## src/rtl/ram_access_ctrl_if.sv

```systemverilog
// Request/response handshake and RAM pin bundle for ram_access_ctrl.
// slave = the controller; master = the CPU side that also models the RAM pins.
interface ram_access_ctrl_if #(
  parameter int adlines   = 8,
  parameter int datalines = 16
);
  logic                 req_valid;
  logic                 req_ready;
  logic                 req_write;
  logic [adlines-1:0]   req_addr;
  logic [datalines-1:0] req_wdata;
  logic                 rsp_valid;
  logic [datalines-1:0] rsp_rdata;
  logic                 rsp_err;
  logic                 busy;
  logic [adlines-1:0]   ram_address;
  logic [datalines-1:0] ram_datain;
  logic                 ram_read;
  logic                 ram_write;
  logic [datalines-1:0] ram_dataout;

  modport slave (
    input  req_valid, req_write, req_addr, req_wdata, ram_dataout,
    output req_ready, rsp_valid, rsp_rdata, rsp_err, busy,
           ram_address, ram_datain, ram_read, ram_write
  );

  modport master (
    output req_valid, req_write, req_addr, req_wdata, ram_dataout,
    input  req_ready, rsp_valid, rsp_rdata, rsp_err, busy,
           ram_address, ram_datain, ram_read, ram_write
  );
endinterface

```

## src/rtl/ram_access_ctrl.sv

```systemverilog
// RAM bus master: sequences SETUP/ACCESS/DONE strobes for CPU load/store requests,
// with one pending slot so back-to-back requests run without an IDLE bubble.
module ram_access_ctrl #(
  parameter int adlines     = 8,
  parameter int datalines   = 16,
  parameter int ramsize     = 256,
  parameter int WAIT_CYCLES = 0
) (
  input  logic clk,
  input  logic reset,
  ram_access_ctrl_if.slave bus
);

  typedef enum logic [1:0] {IDLE, SETUP, ACCESS, DONE} state_t;

  localparam int CNT_W = (WAIT_CYCLES > 0) ? $clog2(WAIT_CYCLES + 1) : 1;
  localparam logic [CNT_W-1:0] WAIT_LAST = CNT_W'(WAIT_CYCLES);

  state_t               state_q, state_d;
  logic [CNT_W-1:0]     cnt_q, cnt_d;
  logic                 op_write_q, op_write_d;
  logic                 op_err_q, op_err_d;
  logic [adlines-1:0]   op_addr_q, op_addr_d;
  logic [datalines-1:0] op_wdata_q, op_wdata_d;
  logic                 pend_full_q, pend_full_d;
  logic                 pend_write_q, pend_write_d;
  logic [adlines-1:0]   pend_addr_q, pend_addr_d;
  logic [datalines-1:0] pend_wdata_q, pend_wdata_d;
  logic [datalines-1:0] rdata_q, rdata_d;
  logic                 accept;
  logic                 strobe_en;

  function automatic logic out_of_range(input logic [adlines-1:0] a);
    return 32'(a) >= 32'(ramsize);
  endfunction

  assign accept = bus.req_valid & ~pend_full_q;

  always_comb begin
    state_d      = state_q;
    cnt_d        = cnt_q;
    op_write_d   = op_write_q;
    op_err_d     = op_err_q;
    op_addr_d    = op_addr_q;
    op_wdata_d   = op_wdata_q;
    pend_full_d  = pend_full_q;
    pend_write_d = pend_write_q;
    pend_addr_d  = pend_addr_q;
    pend_wdata_d = pend_wdata_q;
    rdata_d      = rdata_q;

    // Requests arriving mid-operation park in the pending slot.
    if (accept && (state_q == SETUP || state_q == ACCESS)) begin
      pend_full_d  = 1'b1;
      pend_write_d = bus.req_write;
      pend_addr_d  = bus.req_addr;
      pend_wdata_d = bus.req_write ? bus.req_wdata : '0;
    end

    case (state_q)
      IDLE: begin
        if (accept) begin
          op_write_d = bus.req_write;
          op_addr_d  = bus.req_addr;
          op_wdata_d = bus.req_write ? bus.req_wdata : '0;
          op_err_d   = out_of_range(bus.req_addr);
          state_d    = SETUP;
        end
      end
      SETUP: begin
        cnt_d   = '0;
        state_d = ACCESS;
      end
      ACCESS: begin
        if (cnt_q == WAIT_LAST) begin
          cnt_d   = '0;
          rdata_d = (!op_write_q && !op_err_q) ? bus.ram_dataout : '0;
          state_d = DONE;
        end else begin
          cnt_d = cnt_q + CNT_W'(1);
        end
      end
      DONE: begin
        // A request accepted during DONE (slot empty) starts directly, keeping order.
        if (pend_full_q) begin
          op_write_d  = pend_write_q;
          op_addr_d   = pend_addr_q;
          op_wdata_d  = pend_wdata_q;
          op_err_d    = out_of_range(pend_addr_q);
          pend_full_d = 1'b0;
          state_d     = SETUP;
        end else if (accept) begin
          op_write_d = bus.req_write;
          op_addr_d  = bus.req_addr;
          op_wdata_d = bus.req_write ? bus.req_wdata : '0;
          op_err_d   = out_of_range(bus.req_addr);
          state_d    = SETUP;
        end else begin
          state_d = IDLE;
        end
      end
      default: state_d = IDLE;
    endcase
  end

  always_ff @(posedge clk or posedge reset) begin
    if (reset) begin
      state_q      <= IDLE;
      cnt_q        <= '0;
      op_write_q   <= 1'b0;
      op_err_q     <= 1'b0;
      op_addr_q    <= '0;
      op_wdata_q   <= '0;
      pend_full_q  <= 1'b0;
      pend_write_q <= 1'b0;
      pend_addr_q  <= '0;
      pend_wdata_q <= '0;
      rdata_q      <= '0;
    end else begin
      state_q      <= state_d;
      cnt_q        <= cnt_d;
      op_write_q   <= op_write_d;
      op_err_q     <= op_err_d;
      op_addr_q    <= op_addr_d;
      op_wdata_q   <= op_wdata_d;
      pend_full_q  <= pend_full_d;
      pend_write_q <= pend_write_d;
      pend_addr_q  <= pend_addr_d;
      pend_wdata_q <= pend_wdata_d;
      rdata_q      <= rdata_d;
    end
  end

  // Strobes decode straight from the state register so reset drops them immediately.
  assign strobe_en       = (state_q == ACCESS) & ~op_err_q;
  assign bus.ram_read    = strobe_en & ~op_write_q;
  assign bus.ram_write   = strobe_en & op_write_q;
  assign bus.ram_address = op_addr_q;
  assign bus.ram_datain  = op_wdata_q;
  assign bus.req_ready   = ~pend_full_q;
  assign bus.rsp_valid   = (state_q == DONE);
  assign bus.rsp_rdata   = (state_q == DONE) ? rdata_q : '0;
  assign bus.rsp_err     = (state_q == DONE) & op_err_q;
  assign bus.busy        = (state_q != IDLE) | pend_full_q;

endmodule

```

## src/flat_wrapper.sv

```systemverilog
// flat-port wrapper written by rule: the top's interface ports become plain ports
module ram_access_ctrl_flat 
#(
  parameter int adlines     = 8,
  parameter int datalines   = 16,
  parameter int ramsize     = 256,
  parameter int WAIT_CYCLES = 0
)
  (clk, reset, bus_req_valid, bus_req_write, bus_req_addr, bus_req_wdata, bus_ram_dataout, bus_req_ready, bus_rsp_valid, bus_rsp_rdata, bus_rsp_err, bus_busy, bus_ram_address, bus_ram_datain, bus_ram_read, bus_ram_write);
  ram_access_ctrl_if #(.adlines(adlines), .datalines(datalines)) bus_i ();
  input  logic clk;
  input  logic reset;
  input wire logic [$bits(bus_i.req_valid)-1:0] bus_req_valid;
  input wire logic [$bits(bus_i.req_write)-1:0] bus_req_write;
  input wire logic [$bits(bus_i.req_addr)-1:0] bus_req_addr;
  input wire logic [$bits(bus_i.req_wdata)-1:0] bus_req_wdata;
  input wire logic [$bits(bus_i.ram_dataout)-1:0] bus_ram_dataout;
  output wire logic [$bits(bus_i.req_ready)-1:0] bus_req_ready;
  output wire logic [$bits(bus_i.rsp_valid)-1:0] bus_rsp_valid;
  output wire logic [$bits(bus_i.rsp_rdata)-1:0] bus_rsp_rdata;
  output wire logic [$bits(bus_i.rsp_err)-1:0] bus_rsp_err;
  output wire logic [$bits(bus_i.busy)-1:0] bus_busy;
  output wire logic [$bits(bus_i.ram_address)-1:0] bus_ram_address;
  output wire logic [$bits(bus_i.ram_datain)-1:0] bus_ram_datain;
  output wire logic [$bits(bus_i.ram_read)-1:0] bus_ram_read;
  output wire logic [$bits(bus_i.ram_write)-1:0] bus_ram_write;
  assign bus_i.req_valid = bus_req_valid;
  assign bus_i.req_write = bus_req_write;
  assign bus_i.req_addr = bus_req_addr;
  assign bus_i.req_wdata = bus_req_wdata;
  assign bus_i.ram_dataout = bus_ram_dataout;
  assign bus_req_ready = bus_i.req_ready;
  assign bus_rsp_valid = bus_i.rsp_valid;
  assign bus_rsp_rdata = bus_i.rsp_rdata;
  assign bus_rsp_err = bus_i.rsp_err;
  assign bus_busy = bus_i.busy;
  assign bus_ram_address = bus_i.ram_address;
  assign bus_ram_datain = bus_i.ram_datain;
  assign bus_ram_read = bus_i.ram_read;
  assign bus_ram_write = bus_i.ram_write;
  ram_access_ctrl #(.adlines(adlines), .datalines(datalines), .ramsize(ramsize), .WAIT_CYCLES(WAIT_CYCLES)) u_core (.clk(clk), .reset(reset), .bus(bus_i));
endmodule
```

## config.mk

```make
export PLATFORM = sky130hd
export DESIGN_NAME = ram_access_ctrl_flat
export DESIGN_NICKNAME = d
export VERILOG_FILES = /design/src/rtl/ram_access_ctrl_if.sv /design/src/rtl/ram_access_ctrl.sv /design/src/flat_wrapper.sv
export SDC_FILE = /design/constraint.sdc
export NUM_CORES = 1
export LEC_CHECK = 0
export BUFFER_PORTS_ARGS = -buffer_cell sky130_fd_sc_hd__buf_2
export CAP_MARGIN = 30
export CORE_MARGIN = 4
export CORE_UTILIZATION = 47
export DETAILED_ROUTE_END_ITERATION = 8
export PLACE_DENSITY = 0.76
export SETUP_SLACK_MARGIN = 0.5
export SYNTH_ARGS = -nofsm -noshare
export SYNTH_HDL_FRONTEND = slang
export SYNTH_SLANG_ARGS = --single-unit
```

## constraint.sdc

```tcl
create_clock -name clk -period 2.35 [get_ports clk]
set_input_delay 0.47 -clock clk [delete_from_list [all_inputs] [get_ports clk]]
set_output_delay 0.47 -clock clk [all_outputs]
set_load 0.01 [all_outputs]
```

# After elaboration in Yosys (flattened, before gate mapping)
# Cells that the tools add are included.
# totals
reg_bits	71
inputBits	44
output_inout_bits	46
# op_classes
add_sub_neg	1
n_eq_ne	5
mux	25
n_bitwise	10
reduce_logical	11
# ops
cell	count
$mux 16	5
$pmux 16 s2	1
$mux 8	2
$pmux 8 s2	1
$mux 1	9
$pmux 2 s4	1
$mux 2	3
$pmux 1 s2	3
$reduce_bool 2->1	3
$and 1x1->1	5
$eq 2x2->1 const B	2
$not 1->1	4
$reduce_and 2->1	2
$eq 2x1->1 const B	1
$logic_and 1x1->1	2
$logic_not 1->1	2
$logic_not 2->1	1
$ne 2x1->1 const B	1
$ne 2x2->1 const B	1
$add 1x1->1 const B	1
$logic_or 1x1->1	1
$or 1x1->1	1

# Logic depth before layout (Yosys ltp)
# Gate-level depths: netlist (run 1).
# logic_depth
word_depth	6
ltp_mapped	7
ltp_nobuf	5

# Worst setup path after synthesis (run 1)
# No wires, ideal clock.
# synth_timing
kind	flip-flop to output port
startpoint	reg u_core.state_q[1]
endpoint	out bus_rsp_rdata[15]
arrival_time_ns	1.299
required_ns	1.880
path_slack_ns	0.581
path_stages_with_launch	5
path_cell_list	dfrtp_1 -> ha_1 -> clkbuf_1 -> clkbuf_1 -> and2_1
# synth_via
elab_chain_len	2
# synth_rtl
element	line	text
start, declared	ram_access_ctrl.sv:19	state_t state_q, state_d;
start signal, assigned	ram_access_ctrl.sv:120	state_q <= state_d;
$eq 2x2->1	-	
net bus_rsp_valid	flat_wrapper.sv:19	output wire logic [$bits(bus_i.rsp_valid)-1:0] bus_rsp_valid;
$mux 16	ram_access_ctrl.sv:142	assign bus.rsp_rdata = (state_q == DONE) ? rdata_q : '0;
end, declared	flat_wrapper.sv:20	output wire logic [$bits(bus_i.rsp_rdata)-1:0] bus_rsp_rdata;
# The timed path passes the listed nets, and every way through them passes these cells.

# Final worst setup path (run 1)
# layout_timing
startpoint	reg u_core.state_q[0]
endpoint	out bus_ram_read
# layout_via
elab_chain_len	3
# layout_rtl
element	line	text
$eq 2x2->1	ram_access_ctrl.sv:135	assign strobe_en = (state_q == ACCESS) & ~op_err_q;
$and 1x1->1	ram_access_ctrl.sv:135	
$and 1x1->1	ram_access_ctrl.sv:136	assign bus.ram_read = strobe_en & ~op_write_q;
end, declared	flat_wrapper.sv:25	output wire logic [$bits(bus_i.ram_read)-1:0] bus_ram_read;
# No other way between the ends.

==> reports/summary.txt, run 1 <==
=================================================================================================
All-Layer GR Usage                                                                          18.1%
Required time at the endpoint of the critical path                                        1.88 ns
Simple-gate share of the synthesized area                                                   12.2%
Startpoint type of the worst setup path                                                 flip-flop
Number of buffers inserted by port buffering                                                   89
Adder-cell share of the synthesized area                                                    1.59%
Power density of the placed cells                                                      577 mW/mm²
Worst setup margin                                                                       0.452 ns
Max Clock Freq                                                                            527 MHz
Post-Place Cells                                                                              440
Via count of the first global-routing pass                                                   2491
First-pass detailed-route iteration total                                                       4
Die Span X                                                                                89.8 µm
Worst Setup End Kind                                                                   output pin
Reg-to-Reg Start                                                                     u_core.state_q[1]$_DFFE_PP0P_
Total design power                                                                        2.27 mW
Total negative setup slack                                                                   0 ns
Sink Count                                                                                     70
Height of the die                                                                         89.8 µm
CTS tree                                                                                     done
Fraction of final layout cells sized beyond drive strength 1                                33.1%
Final Critical Period                                                                     1.90 ns
Worst-path cell chain                                                                inv_2 > ha_4 > nor3b_4 > buf_2
Worst clock skew on the final layout                                                   0.00740 ns
Effective utilization at floorplan                                                          49.0%
Mux share of post-synthesis cell area                                                       3.58%
Syn_nets                                                                                      334
Unrepaired setup endpoints after global routing                                              true
Clock latency reported for the late side of the worst-skew pair                           0.34 ns
Cells on worst reg2reg path                                                                     6
Clock tree buffer depth                                                                         2
First-pass GRT wire length                                                               12000 µm
Global route total overflow                                                                     0
Worst slack, placed                                                                      0.557 ns
Count of pins over their slew limit                                                             0
Post-Syn Area                                                                         0.00314 mm²
Area Growth Syn to Fin                                                                      25.0%
Number of DRC violations after detailed-routing iteration 0                                   122
Dominant combinational cell family by area after synthesis                           compound AO/OA/AOI/OAI gates
Number of inserted diodes                                                                       0
Dpl hpwl                                                                                  4720 µm
Dominant cells by area after synthesis                                               sky130_fd_sc_hd__dfrtp_1, sky130_fd_sc_hd__o22a_1, sky130_fd_sc_hd__nand2_1
Routed length per instance                                                                15.4 µm
Xor/xnor cell area share of the yosys netlist                                                  0%
Setup slack on the worst flop-to-flop path                                                0.61 ns
Area of all placed cells without fillers                                              0.00393 mm²
Weighted congestion at the end of routability-driven global placement                       0.747
Cell Count, Final, Fillers Out                                                                461
Proportion of netlist area held by the largest area contributor                             55.7%
Antenna violations before repair                                                                0
Signal arrival time at the worst endpoint                                                 1.43 ns
Cell class contributing the biggest share of worst-path delay                          flip-flops
Endpoints failing hold                                                                          0
CTS Root Buffer Type                                                                 sky130_fd_sc_hd__clkbuf_8
Area after detailed placement                                                         0.00363 mm²
Max Cap Violations                                                                              0
Number of distinct library cell variants in the gate-level netlist after synthesis             24
Part of the Yosys area used for sequential elements                                         55.7%
Category of the critical setup timing path                                           flip-flop to output pin
Synth warn                                                                                      0
Worst slew margin relative to its limit                                                     75.7%
Final-stage net count                                                                         427
Final setup violation count                                                                     0
Detailed-route DRC error count                                                                  0
Synth Area in Compound Gates                                                                20.5%
Worst hold path type                                                                 input pin to async pin
Ratio of final minimum period to clock period                                               80.8%
Total number of vias                                                                         2419
Transition at the pin with the smallest max-transition slack                             0.364 ns
Pin count of the biggest net entering global routing                                           71
Maximum fanout along the worst path                                                             5
Area of the core region                                                               0.00642 mm²
Count of boundary I/O pins                                                                     90
Worst ir drop on vdd                                                                     0.345 mV
Rows                                                                                           29
Buf/Inv on CP                                                                                   2
Cell type of the slowest stage on the worst timing path                              sky130_fd_sc_hd__dfrtp_1
Seq cells post-synth                                                                           70
Detail Route Antenna Nets                                                                       0
Cell type contributing the most total cell area after synthesis                      sky130_fd_sc_hd__dfrtp_1
TritonCTS buffer count                                                                          9
Largest stage delay on the critical path                                                  0.41 ns
Worst-path clk slew                                                                       0.07 ns
Avg Synthesized Cell Area                                                                11.0 µm²
Leak Pwr                                                                                  2.13 nW
Total wirelength of the detailed-routed design                                            7120 µm
Outcome                                                                              finished clean
Worst reg2reg endpoint                                                               u_core.pend_wdata_q[12]$_DFFE_PP0P_
CTS H-Tree Depth                                                                                3
Synth Instances                                                                               286
Die footprint                                                                         0.00806 mm²
Via count normalized by instance count                                                       5.25
=================================================================================================
## registers in the layout (all words and copies together), names as in the netlist
register and count:
u_core.bus.ram_address 8, u_core.bus.ram_datain 16, u_core.op_err_q 1, u_core.op_write_q 1
u_core.pend_addr_q 8, u_core.pend_full_q 1, u_core.pend_wdata_q 16, u_core.pend_write_q 1
u_core.rdata_q 16, u_core.state_q 2
## worst max path at each step
stage                                        from                               endpoint  slack, ns  depth (start not counted)
floorplan           u_core.state_q[1]$_DFFE_PP0P_                      bus_rsp_rdata[15]       0.58                          4
global placement    u_core.state_q[1]$_DFFE_PP0P_   u_core.bus.ram_datain[7]$_DFFE_PP0P_       0.63                          6
detailed placement  u_core.state_q[1]$_DFFE_PP0P_  u_core.bus.ram_address[4]$_DFFE_PP0P_       0.56                          6
CTS                 u_core.state_q[0]$_DFFE_PP0P_                           bus_ram_read       0.44                          4
global route        u_core.state_q[0]$_DFFE_PP0P_                           bus_ram_read       0.40                          4
finish              u_core.state_q[0]$_DFFE_PP0P_                           bus_ram_read       0.45                          4
## per-layer routing
layer	track usage, %	part of all wire (%)	vias to the layer above
met5	0	0	-
li1	-	-	1177
met3	4.34	5.7	14
met2	28.8	48	72
met1	23.2	45	1156
met4	8.94	2.1	0
## power breakdown
group / internal (mW) / total (mW) / switching (mW)
clock: 0.548 / 0.982 / 0.434
sequential: 1.20 / 1.20 / 0
combinational: 0.0321 / 0.0813 / 0.0491
total: 1.78 / 2.27 / 0.483
## kinds of logic after synthesis
| logic type | Yosys count |
|---|---|
| DFF | 70 |
| buffers and inverters | 40 |
| muxes | 10 |
| and+or+nand+nor | 75 |
| adders and majority gates | 4 |
| AOI/OAI and AO/OA | 87 |
## cell type report
class                      instances  area, µm²
clock buffer                      13        159
clock inverter                     3       42.5
fill                             551       2490
inverter                          20       78.8
multi-input combinational        176       1220
sequential                        70       1750
tap                               77       96.3
timing repair buffer             102        583
## metrics by stage
| step | utilization, % | hold slack, ns |
|---|---|---|
| CTS | 60.8 | 0.228 |
| finish | 61.2 | 0.218 |
| global route | 61.2 | 0.242 |
| floorplan | - | 0.456 |
| detailed placement | 56.6 | 0.477 |
| global placement | 56.6 | 0.468 |
## worst min-delay path, stage by stage
cell	delay [ns]
sky130_fd_sc_hd__buf_2	0.11
sky130_fd_sc_hd__clkinvlp_4	0.07
sky130_fd_sc_hd__buf_12	0.31
## what timing repair did
item / 4_1_cts / 5_1_grt
setup buffers: 3 / 2
hold buffers: 0 / 0
gates resized for setup: 11 / 3
pin swaps: 2 / 0
setup endpoints to repair: 20 / 43
## layout by cell type (no fill, tap or decap), drive strengths merged
master    count
clkinv        1
dfrtp        70
nor3b         1
a22oi         1
o21a          1
clkbuf       13
ha            4
o21ai        33
nor2b         2
nor3          1
nand2b        1
a2bb2oi      16
a21oi         1
and3b         1
clkinvlp      2
nand2        51
inv          19
o2bb2ai       1
nand3b        1
and2         17
mux2         10
bufinv        1
o22a         34
buf         102
## cell usage after synthesis (all sizes together)
| cell type | instances |
|---|---|
| a21oi | 1 |
| a22oi | 1 |
| a2bb2oi | 16 |
| and2 | 17 |
| and3b | 1 |
| buf | 15 |
| clkbuf | 5 |
| dfrtp | 70 |
| ha | 4 |
| inv | 20 |
| mux2 | 10 |
| nand2 | 51 |
| nand2b | 1 |
| nand3b | 1 |
| nor2b | 2 |
| nor3 | 1 |
| nor3b | 1 |
| o21a | 1 |
| o21ai | 33 |
| o22a | 34 |
| o2bb2ai | 1 |
Power figures use the tool's default switching activity.
==> run 2: changes to the inputs <==
--- a/config.mk
+++ b/config.mk
@@ -8,9 +8,9 @@
 export BUFFER_PORTS_ARGS = -buffer_cell sky130_fd_sc_hd__buf_2
 export CAP_MARGIN = 30
 export CORE_MARGIN = 4
-export CORE_UTILIZATION = 47
+export CORE_UTILIZATION = 52
 export DETAILED_ROUTE_END_ITERATION = 8
-export PLACE_DENSITY = 0.76
+export PLACE_DENSITY = 0.8
 export SETUP_SLACK_MARGIN = 0.5
 export SYNTH_ARGS = -nofsm -noshare
 export SYNTH_HDL_FRONTEND = slang
==> constraint.sdc (replaced) <==
create_clock -name clk -period 1.9 [get_ports clk]
set_input_delay 0.38 -clock clk [delete_from_list [all_inputs] [get_ports clk]]
set_output_delay 0.38 -clock clk [all_outputs]
set_load 0.01 [all_outputs]
==> run 2 against run 1 <==
Against the previous run:
- non-clock buffer count is 2 higher
- clock-buffer cell count is 1 lower
- worst hold slack worse by 0.11 ns
- setup slack worse by 0.34 ns
- design area is 2.4% higher
- critical path depth stayed put
- combinational power is 27% higher
- via count is 0.33% higher
- sequential power is 24% higher
- highest routed layer unchanged
==> reports/summary.txt, run 2 (same netlist as run 1, synthesis figures left out) <==
====================================================================================
Signal arrival time at the worst endpoint                                    1.40 ns   -0.03 ns
CTS tree                                                                        done
Weighted congestion at the end of routability-driven global placement          0.787   +5.3%
Category of the critical setup timing path                              flip-flop to output pin
Via count of the first global-routing pass                                      2387   -4.2%
Routed length per instance                                                   15.6 µm   +1.1%
Endpoints failing hold                                                             0   unchanged
Final setup violation count                                                        0   unchanged
TritonCTS buffer count                                                             9   unchanged
Area of the core region                                                  0.00589 mm²   -8.4%
Area Growth Syn to Fin                                                         28.0%
First-pass detailed-route iteration total                                          4   unchanged
Hold buffer count at cts                                                           0   unchanged
Via count normalized by instance count                                          5.24   -0.10%
Startpoint type of the worst setup path                                    flip-flop
Antenna violations before repair                                                   0   unchanged
First-pass GRT wire length                                                  12000 µm   -0.22%
Most frequent cells in the layout                                       sky130_fd_sc_hd__buf_2, sky130_fd_sc_hd__dfrtp_1, sky130_fd_sc_hd__nand2_1
Rows                                                                              28   -3.4%
All-Layer GR Usage                                                             21.2%   +3.1 points
Outcome                                                                 finished clean
Count of pins over their slew limit                                                0   unchanged
Filler Cells Inserted                                                            448   -19%
Count of boundary I/O pins                                                        90   unchanged
CTS H-Tree Depth                                                                   3   unchanged
Pin count of the biggest net entering global routing                              71   unchanged
Sequential cell area in the final layout                                 0.00175 mm²   about the same
Maximum fanout along the worst path                                               21   +16
Worst clock skew on the final layout                                      0.00671 ns   -0.000687 ns
Worst Setup End Kind                                                      output pin
Required time at the endpoint of the critical path                           1.52 ns   -0.36 ns
Worst-path clk slew                                                          0.07 ns   about the same
Power density of the placed cells                                         719 mW/mm²   +25%
Area of the multi-input gates                                            0.00129 mm²   +6.1%
Ratio of final minimum period to clock period                                  93.9%
Total negative setup slack                                                      0 ns   unchanged
Max Clock Freq                                                               561 MHz
Transition at the pin with the smallest max-transition slack                0.363 ns   -0.00106 ns
Max Cap Violations                                                                 0   unchanged
Unrepaired setup endpoints after global routing                                 true
Worst ir drop on vdd                                                        0.496 mV   +44%
Die Span X                                                                   85.8 µm   -4.5%
Height of the die                                                            85.8 µm   -4.5%
Worst slew margin relative to its limit                                        75.8%   about the same
Number of buffers inserted by port buffering                                      89   unchanged
Final core area utilization                                                    68.4%   +7.2 points
Total wirelength of the detailed-routed design                               7220 µm   +1.5%
Total number of vias                                                            2427   +0.33%
Sink Count                                                                        70   unchanged
Number of inserted diodes                                                          0   unchanged
Final-stage net count                                                            431   +0.94%
Worst hold path type                                                    input pin to async pin
Dpl hpwl                                                                     4760 µm   +0.76%
Area of all placed cells without fillers                                 0.00402 mm²   +2.4%
Area after detailed placement                                            0.00369 mm²   +1.4%
Final Hold Slack                                                            0.113 ns   -0.105 ns
Fraction of final layout cells sized beyond drive strength 1                   36.9%   +3.8 points
Clock tree buffer depth                                                            2   unchanged
Clock latency reported for the late side of the worst-skew pair              0.34 ns   about the same
Leak Pwr                                                                     2.20 nW   +3.5%
Detail Route Antenna Nets                                                          0   unchanged
Effective utilization at floorplan                                             53.4%   +4.5 points
Detailed-route DRC error count                                                     0   unchanged
Die footprint                                                            0.00735 mm²   -8.8%
Most common library cell in the layout ignoring fill and taps           sky130_fd_sc_hd__buf_2
Final Critical Period                                                        1.78 ns
CTS Root Buffer Type                                                    sky130_fd_sc_hd__clkbuf_8
Global route total overflow                                                        0   unchanged
Number of DRC violations after detailed-routing iteration 0                      139   +14%
====================================================================================
[run 2: through the flow]
step,setup slack (ns),std cells,power [mW]
2_1_floorplan,0.330,286,1.56
6_report,0.116,463,2.89
5_1_grt,0.0257,463,3.02
4_1_cts,0.104,462,2.93
3_5_place_dp,0.154,440,1.62
3_3_place_gp,0.216,440,1.62
[run 2: worst paths after layout]
kind	depth (start not counted)	start	endpoint	slack, ns
worst max-delay path	4	u_core.state_q[0]$_DFFE_PP0P_	bus_rsp_err	0.12
worst min-delay path	3	reset	u_core.pend_addr_q[6]$_DFFE_PP0P_	0.11
worst max register to register	6	u_core.state_q[1]$_DFFE_PP0P_	u_core.bus.ram_address[2]$_DFFE_PP0P_	0.17
worst min register to register	2	u_core.pend_wdata_q[4]$_DFFE_PP0P_	u_core.pend_wdata_q[4]$_DFFE_PP0P_	0.49
max in group asynchronous	3	reset	u_core.op_write_q$_DFFE_PP0P_	1.48
min in group clk	3	bus_ram_dataout[14]	u_core.rdata_q[14]$_DFFE_PP0N_	0.25
[run 2: metal layers]
layer  share of wire, %  wire length (µm)  vias up  global-route usage, %
met5                  0                 0        -                      0
met4                1.6               116        0                   10.4
met3                7.7               556        8                   3.65
met2                 46              3330       87                   32.1
met1                 45              3220     1148                   29.8
li1                   -                 -     1184                      -
[run 2: worst max-delay path, stage by stage (launching register included)]
cell	delay [ns]
sky130_fd_sc_hd__dfrtp_1	0.39
sky130_fd_sc_hd__buf_4	0.15
sky130_fd_sc_hd__ha_4	0.22
sky130_fd_sc_hd__and2_1	0.17
sky130_fd_sc_hd__buf_2	0.13
[run 2: layout make-up]
type | count | share of cell area (%)
clock inverters | 4 | 1.74
clock buffers | 12 | 3.61
inverters | 20 | 1.96
well taps | 75 | 2.33
flip-flops and latches | 70 | 43.6
repair buffers | 104 | 14.7
multi-input cells | 178 | 32.1
[run 2: repair_timing]
item | in CTS | in global routing
pin swaps | 2 | 0
endpoints found under the setup margin | 91 | 91
cloned | 2 | 0
endpoints found under the hold margin | 0 | 0
setup buffers | 4 | 1
resized for setup | 13 | 1
[run 2: power breakdown]
group | switching, mW | total (mW) | internal (mW)
registers | 0 | 1.49 | 1.49
clock network | 0.530 | 1.30 | 0.772
logic | 0.0634 | 0.103 | 0.0401
total | 0.593 | 2.89 | 2.30
